==> src/rtl/exec_unit.sv <==
// exec_unit: execute stage feeding the 8x16 register file write port.
// Latency: ALU ops 1 cycle (strobe in cycle 1); MUL strobe in cycle 17, busy high cycles 1-16.
// Backpressure: start is dropped (not queued) while busy; optional MUL built only with `EXEC_MUL_EN.
// Ports: clk, rst (sync active-low); start/op/dest/src_a/src_b issue side;
//        busy; reg_write_en/reg_write_dest/reg_write_data write-back; flag_zero/flag_carry.
module exec_unit (
  input  logic        clk,
  input  logic        rst,
  input  logic        start,
  input  logic [2:0]  op,
  input  logic [2:0]  dest,
  input  logic [15:0] src_a,
  input  logic [15:0] src_b,
  output logic        busy,
  output logic        reg_write_en,
  output logic [2:0]  reg_write_dest,
  output logic [15:0] reg_write_data,
  output logic        flag_zero,
  output logic        flag_carry
);

  localparam logic [2:0] OP_ADD = 3'b000;
  localparam logic [2:0] OP_SUB = 3'b001;
  localparam logic [2:0] OP_AND = 3'b010;
  localparam logic [2:0] OP_OR  = 3'b011;
  localparam logic [2:0] OP_XOR = 3'b100;
  localparam logic [2:0] OP_SHL = 3'b101;

  // Single-cycle ALU result for the currently presented operands.
  logic        alu_wr;
  logic [15:0] alu_data;
  logic        alu_carry;
  logic [3:0]  sh_idx;

  always_comb begin
    alu_wr    = 1'b1;
    alu_data  = 16'h0000;
    alu_carry = 1'b0;
    // 16 - amount, mod 16: index of the last bit pushed out by SHL
    sh_idx    = 4'd0 - src_b[3:0];
    case (op)
      OP_ADD: {alu_carry, alu_data} = {1'b0, src_a} + {1'b0, src_b};
      OP_SUB: begin
        alu_data  = src_a - src_b;
        alu_carry = (src_a < src_b);
      end
      OP_AND: alu_data = src_a & src_b;
      OP_OR:  alu_data = src_a | src_b;
      OP_XOR: alu_data = src_a ^ src_b;
      OP_SHL: begin
        alu_data  = src_a << src_b[3:0];
        alu_carry = (src_b[3:0] != 4'd0) ? src_a[sh_idx] : 1'b0;
      end
      default: alu_wr = 1'b0;  // NOP, and MUL which is handled separately
    endcase
  end

  // Write-back request for the next cycle.
  logic        wb_fire;
  logic [2:0]  wb_dest;
  logic [15:0] wb_data;
  logic        wb_carry;

`ifdef EXEC_MUL_EN
  localparam logic [2:0] OP_MUL = 3'b110;

  typedef enum logic {IDLE = 1'b0, MUL = 1'b1} state_t;
  state_t state, state_next;

  logic        issue;
  logic [15:0] a_q, b_q;
  logic [2:0]  dest_q;
  logic [31:0] acc, acc_next;
  logic [3:0]  cnt;

  assign issue = start && (state == IDLE);
  assign busy  = (state == MUL);

  // One shift-add step per cycle, LSB of b first.
  always_comb begin
    acc_next = acc;
    if (b_q[cnt]) acc_next = acc + ({16'h0000, a_q} << cnt);
  end

  always_ff @(posedge clk) begin
    if (!rst) state <= IDLE;
    else      state <= state_next;
  end

  always_comb begin
    state_next = state;
    case (state)
      IDLE:    if (issue && op == OP_MUL) state_next = MUL;
      MUL:     if (cnt == 4'hF) state_next = IDLE;
      default: state_next = IDLE;
    endcase
  end

  always_ff @(posedge clk) begin
    if (!rst) begin
      a_q    <= 16'h0000;
      b_q    <= 16'h0000;
      dest_q <= 3'd0;
      acc    <= 32'h0;
      cnt    <= 4'd0;
    end else if (issue && op == OP_MUL) begin
      a_q    <= src_a;
      b_q    <= src_b;
      dest_q <= dest;
      acc    <= 32'h0;
      cnt    <= 4'd0;
    end else if (state == MUL) begin
      acc <= acc_next;
      cnt <= cnt + 4'd1;
    end
  end

  always_comb begin
    wb_fire  = issue && alu_wr;
    wb_dest  = dest;
    wb_data  = alu_data;
    wb_carry = alu_carry;
    // Last iteration: write back the product including this step's addend.
    if (state == MUL && cnt == 4'hF) begin
      wb_fire  = 1'b1;
      wb_dest  = dest_q;
      wb_data  = acc_next[15:0];
      wb_carry = |acc_next[31:16];
    end
  end
`else
  assign busy     = 1'b0;
  assign wb_fire  = start && alu_wr;
  assign wb_dest  = dest;
  assign wb_data  = alu_data;
  assign wb_carry = alu_carry;
`endif

  // Write-back port and flags; data, dest and flags hold between strobes.
  always_ff @(posedge clk) begin
    if (!rst) begin
      reg_write_en   <= 1'b0;
      reg_write_dest <= 3'd0;
      reg_write_data <= 16'h0000;
      flag_zero      <= 1'b0;
      flag_carry     <= 1'b0;
    end else begin
      reg_write_en <= wb_fire;
      if (wb_fire) begin
        reg_write_dest <= wb_dest;
        reg_write_data <= wb_data;
        flag_zero      <= (wb_data == 16'h0000);
        flag_carry     <= wb_carry;
      end
    end
  end

endmodule

==> config.mk <==
export PLATFORM = sky130hd
export DESIGN_NAME = exec_unit
export DESIGN_NICKNAME = d
export VERILOG_FILES = /design/src/rtl/exec_unit.sv
export SDC_FILE = /design/constraint.sdc
export NUM_CORES = 1
export LEC_CHECK = 0
export ABC_CLOCK_PERIOD_IN_PS = 3930
export CELL_PAD_IN_SITES_DETAIL_PLACEMENT = 0
export CELL_PAD_IN_SITES_GLOBAL_PLACEMENT = 1
export CORE_MARGIN = 2
export CORE_UTILIZATION = 42
export DETAILED_ROUTE_END_ITERATION = 10
export PLACE_DENSITY = 0.93
export SYNTH_ARGS = -nofsm -noshare
export SYNTH_HDL_FRONTEND = slang
export SYNTH_SLANG_ARGS = --single-unit
==> constraint.sdc <==
create_clock -name clk -period 3.93 [get_ports clk]
set_input_delay 0.786 -clock clk [delete_from_list [all_inputs] [get_ports clk]]
set_output_delay 0.786 -clock clk [all_outputs]
set_load 0.03 [all_outputs]
After elaboration in Yosys (flattened, before gate mapping)
Cells that the tools add are included.
{"block": "word_totals", "reg_bits": 22, "in_bits": 41, "out_inout_bits": 23, "word_cells": 30}
{"block": "op_classes", "n_addsub": 3, "magnitude_cmp": 2, "n_eq_ne": 5, "n_shift": 1, "muxes": 6, "bitwise": 3, "n_reduce_logical": 5}
{"cell": "$pmux 16 s6", "count": 1}
{"cell": "$add 16x16->17", "count": 1}
{"cell": "$and 16x16->16", "count": 1}
{"cell": "$logic_not 16->1", "count": 1}
{"cell": "$lt 16x16->1", "count": 1}
{"cell": "$or 16x16->16", "count": 1}
{"cell": "$shl 16x4->16", "count": 1}
{"cell": "$sub 16x16->16", "count": 1}
{"cell": "$xor 16x16->16", "count": 1}
{"cell": "$eq 3x2->1 const B", "count": 2}
{"cell": "$eq 3x3->1 const B", "count": 2}
{"cell": "$reduce_or 6->1", "count": 1}
{"cell": "$lt 4x5->1 const B", "count": 1}
{"cell": "$bmux 1 s4", "count": 1}
{"cell": "$reduce_bool 4->1", "count": 1}
{"cell": "$sub 1x4->4 const A", "count": 1}
{"cell": "$eq 3x1->1 const B", "count": 1}
{"cell": "$logic_not 3->1", "count": 1}
{"cell": "$mux 1", "count": 3}
{"cell": "$pmux 1 s3", "count": 1}
{"cell": "$logic_and 1x1->1", "count": 1}

Longest topological paths before layout
{"block": "depth", "depth_word": 5, "mapped_depth": 13, "ltp_nobuf": 13}

Least setup slack after synthesis
Ideal clock, no wire load.
{"block": "synth_timing", "path_type": "input port to flip-flop", "from": "input src_b[1]", "to": "register flag_zero", "setup_ps": 117, "arrival_ps": 3386, "required_time_ps": 3813, "slack_ps": 427, "cell_stages": 13, "path_buffers": 2, "cell_sequence": "buf_6 -> buf_8 -> inv_1 -> ha_1 -> nor2_1 -> o311ai_1 -> a221oi_2 -> a41oi_1 -> a211o_2 -> o211ai_2 -> nor4_1 -> and4_1 -> a32o_2"}
{"block": "synth_via", "elab_chain_len": 3, "elab_cells_between_ends": 8, "classes_between": "add/sub: 2; shift: 1; mux: 1; bitwise: 3; reduce/logical: 1"}
{"item": "start, declared", "line_no": "13", "source": "input logic [15:0] src_b,"}
{"item": "$sub 16x16->16, or another cell as far along", "line_no": "44", "source": "alu_data = src_a - src_b;"}
{"item": "$pmux 16 s6 *", "line_no": "41", "source": "case (op)"}
{"item": "$logic_not 16->1 *", "line_no": "152", "source": "flag_zero <= (wb_data == 16'h0000);"}
{"item": "end signal, assigned", "line_no": "152"}
{"item": "end, declared", "line_no": "18", "source": "output logic flag_zero,"}
Every way passes the cells marked *; elsewhere a longest branch is shown, timed or not.
A chain may end at the register's enable or synchronous reset.

Final worst setup path
{"block": "layout_timing", "from": "input src_a[1]", "to": "register flag_zero"}
{"block": "layout_via", "elab_chain_len": 3, "elab_cells_between_ends": 8, "classes_between": "add/sub: 2; shift: 1; mux: 1; bitwise: 3; reduce/logical: 1"}
{"item": "start, declared", "line_no": "12", "source": "input logic [15:0] src_a,"}
{"item": "$sub 16x16->16, or another cell as far along", "line_no": "44"}
{"item": "$pmux 16 s6 *", "line_no": "41"}
{"item": "$logic_not 16->1 *", "line_no": "152"}
Marked as above.

==> reports/results.txt <==
Status: finished, final reports clean
Mapped Nets: 704
Largest family of logic cells by synthesized area: compound AO/OA/AOI/OAI gates
Most frequent cells in the layout: buf_4 (96), clkdlybuf4s50_1 (62), nand2_1 (60)
Fill cells: 1011
Nets: 828
Critical path required time: 4.09 ns
CTS max path bufs: 2
Clk slew on worst S/H paths: 0.08 ns
Largest net degree at the start of global routing: 31
Number of enable flip-flop cells after synthesis: 0
Total CTS buffers: 3
Critical Path Most Common Cell: buf_4
First-pass GRT wire length: 25700 um
XOR/XNOR Fraction of Synth Area: 0.0114
Vias in the first global route: 5161
Hold depth: 2
Worst path bufs/invs: 4
Synth unique cells: 83
Cell count after synthesis: 608
Post-DR vias/cell: 6.22
Final Setup Violations: 0
Die W: 109 um
Detailed Route WL: 16100 um
Synth Area in Adders: 0.153
Seq/Total Area, Yosys: 0.0956
Asr flop ratio synth: 0
Tot GR Track Use: 0.269
Detailed placement HPWL: 13100 um
First-pass DRT Iterations: 5
Min Tclk post-route: 3.80 ns
Leading cell type in the layout, fill and taps excluded: buf_4
Post-CTS Hold Buffers: 0
Crit path DAT: 3.96 ns
Syn-to-layout area delta: 30.7%
WP depth: 14
Worst-path cell chain: clkdlybuf4s50_1 -> inv_1 -> ha_1 -> buf_4 -> a21o_1 -> a2111o_1 -> and2_4 -> a31oi_2 -> buf_4 -> a21boi_0 -> o211ai_2 -> nor4_1 -> and4_1 -> a32o_2
Cell area after layout: 6020 um^2
VDD IR max: 194 uV
Synth warn: 0
Mapped Area: 4610 um^2
Simple-gate share of the synthesized area: 0.222
DRC errors left: 0
CP top delay family: compound AO/OA/AOI/OAI gates
Synthesized flop and latch total: 22
DP Area: 5940 um^2
Final Skew: 0 ns
CTS tree: yes
Routed via count: 5416
Largest stage delay, worst path: 0.49 ns
Slew Viols, Final: 0
Clock root buffer: clkbuf_8
Initial antenna violation count: 0
Pwr per Cell Area: 201 nW/um^2
Max-slew headroom: 0.266
RSZ-0062 raised after global routing: no
Syn Area/Cell: 7.58 um^2
Worst r2r path cells: 2
Fin crit share: 0.968
CP startpoint kind: input pin
Mux contribution to synthesized area: 0.116
Die Y: 109 um
CP max-delay cell: clkdlybuf4s50_1
Synth Area in Compound Gates: 0.309
Grt total ovfl: 0
Num ports: 64
GPL Wtd Cong: 1.04
Final Hold Vio Count: 0
Leak Pwr: 2.68 nW
H-tree levels: 1
Pwr Total: 1.21 mW
DR iter-0 viols: 764
ANT nets after route: 0
Crit path kind: in -> reg
CTS sink count: 22
Ant diodes: 0
Maxcap violations: 0
Worst-margin pin slew: 1.10 ns
Most used DFF post-synth: dfxtp_1
Worst Hold Class: reg -> reg
Post-CTS Setup Bufs: 0
Port buffer count: 62
Wirelength per Cell: 18.5 um
Critical-path maximum fanout: 3
Fmax: 0.263 GHz
CTS resizes: 0
Initial core utilization: 0.427
CORE AREA: 10800 um^2
Layout cell share with drive strength beyond 1: 0.197
Row count: 38
Die ar.: 11800 um^2
Clock latency on the worst-skew pair: 0.26 ns
Setup crit end kind: register
metrics by stage:
step | cells | setup slack [ns] | hold slack [ns] | utilization | setup TNS [ns]
floorplan | 608 | 0.427 | 0.590 | - | 0
detailed placement | 867 | -0.143 | 0.475 | 0.551 | -0.157
global route | 871 | 0.00795 | 0.504 | 0.558 | 0
finish | 871 | 0.125 | 0.477 | 0.558 | 0
CTS | 871 | 0.127 | 0.486 | 0.556 | 0
global placement | 867 | -0.0108 | 0.450 | 0.551 | -0.0108
synth_stat cells (all sizes together), types with 15 or more instances:
| master | count | share of area |
|---|---|---|
| o21ai | 22 | 0.024 |
| nor2 | 42 | 0.034 |
| ha | 53 | 0.14 |
| inv | 48 | 0.039 |
| nand2 | 60 | 0.049 |
| a21oi | 42 | 0.046 |
| buf | 19 | 0.027 |
| dfxtp | 22 | 0.096 |
| nor3 | 20 | 0.022 |
| o211ai | 16 | 0.027 |
| clkbuf | 23 | 0.026 |
| nand3 | 15 | 0.016 |
final timing paths:
kind              slack (ns)                end              start
setup reg to reg        3.17  reg_write_data[8]  reg_write_data[8]
setup / recovery        0.13          flag_zero           src_a[1]
hold / removal          0.48  reg_write_dest[0]  reg_write_dest[0]
hold reg to reg         0.48  reg_write_dest[0]  reg_write_dest[0]
final cells by class:
cell class | count | area, um^2 | share of cell area
multi-input combinational | 495 | 3770 | 0.625
timing repair buffer | 161 | 1400 | 0.233
sequential | 22 | 440 | 0.0731
inverter | 49 | 184 | 0.0305
tap | 140 | 175 | 0.0291
clock buffer | 4 | 55.1 | 0.00914
report_power, final:
group	internal [mW]	total (mW)	leakage [nW]	switching [mW]
Combinational	0.368	0.803	2.47	0.436
Clock	0.0892	0.158	0.0288	0.0691
Sequential	0.240	0.248	0.181	0.00856
cells by family after synthesis:
logic type | after synthesis
buf+inv | 91
mux | 32
simple gates | 204
xor+xnor | 6
other cells | 1
compound gates | 197
fa+ha+maj | 55
flops | 22
worst reg2reg max path: stages (launching register included):
cell and delay (ns):
dfxtp_1 0.32, o21ai_0 0.15, o21ba_2 0.19
metal layers:
| metal | global-route usage | wire (um) | part of all wire | up-vias |
|---|---|---|---|---|
| met5 | 0 | 0 | 0 | - |
| met4 | 0.0861 | 560 | 0.035 | 0 |
| met3 | 0.0359 | 1460 | 0.090 | 63 |
| met2 | 0.448 | 7150 | 0.44 | 325 |
| met1 | 0.359 | 6940 | 0.43 | 2500 |
| li1 | - | - | - | 2528 |
state kept, by name (all words and copies together) (netlist names):
name / count
reg_write_data: 16
reg_write_dest: 3
flag_carry: 1
flag_zero: 1
reg_write_en: 1
Note: power is estimated with default switching activity, not from simulation.
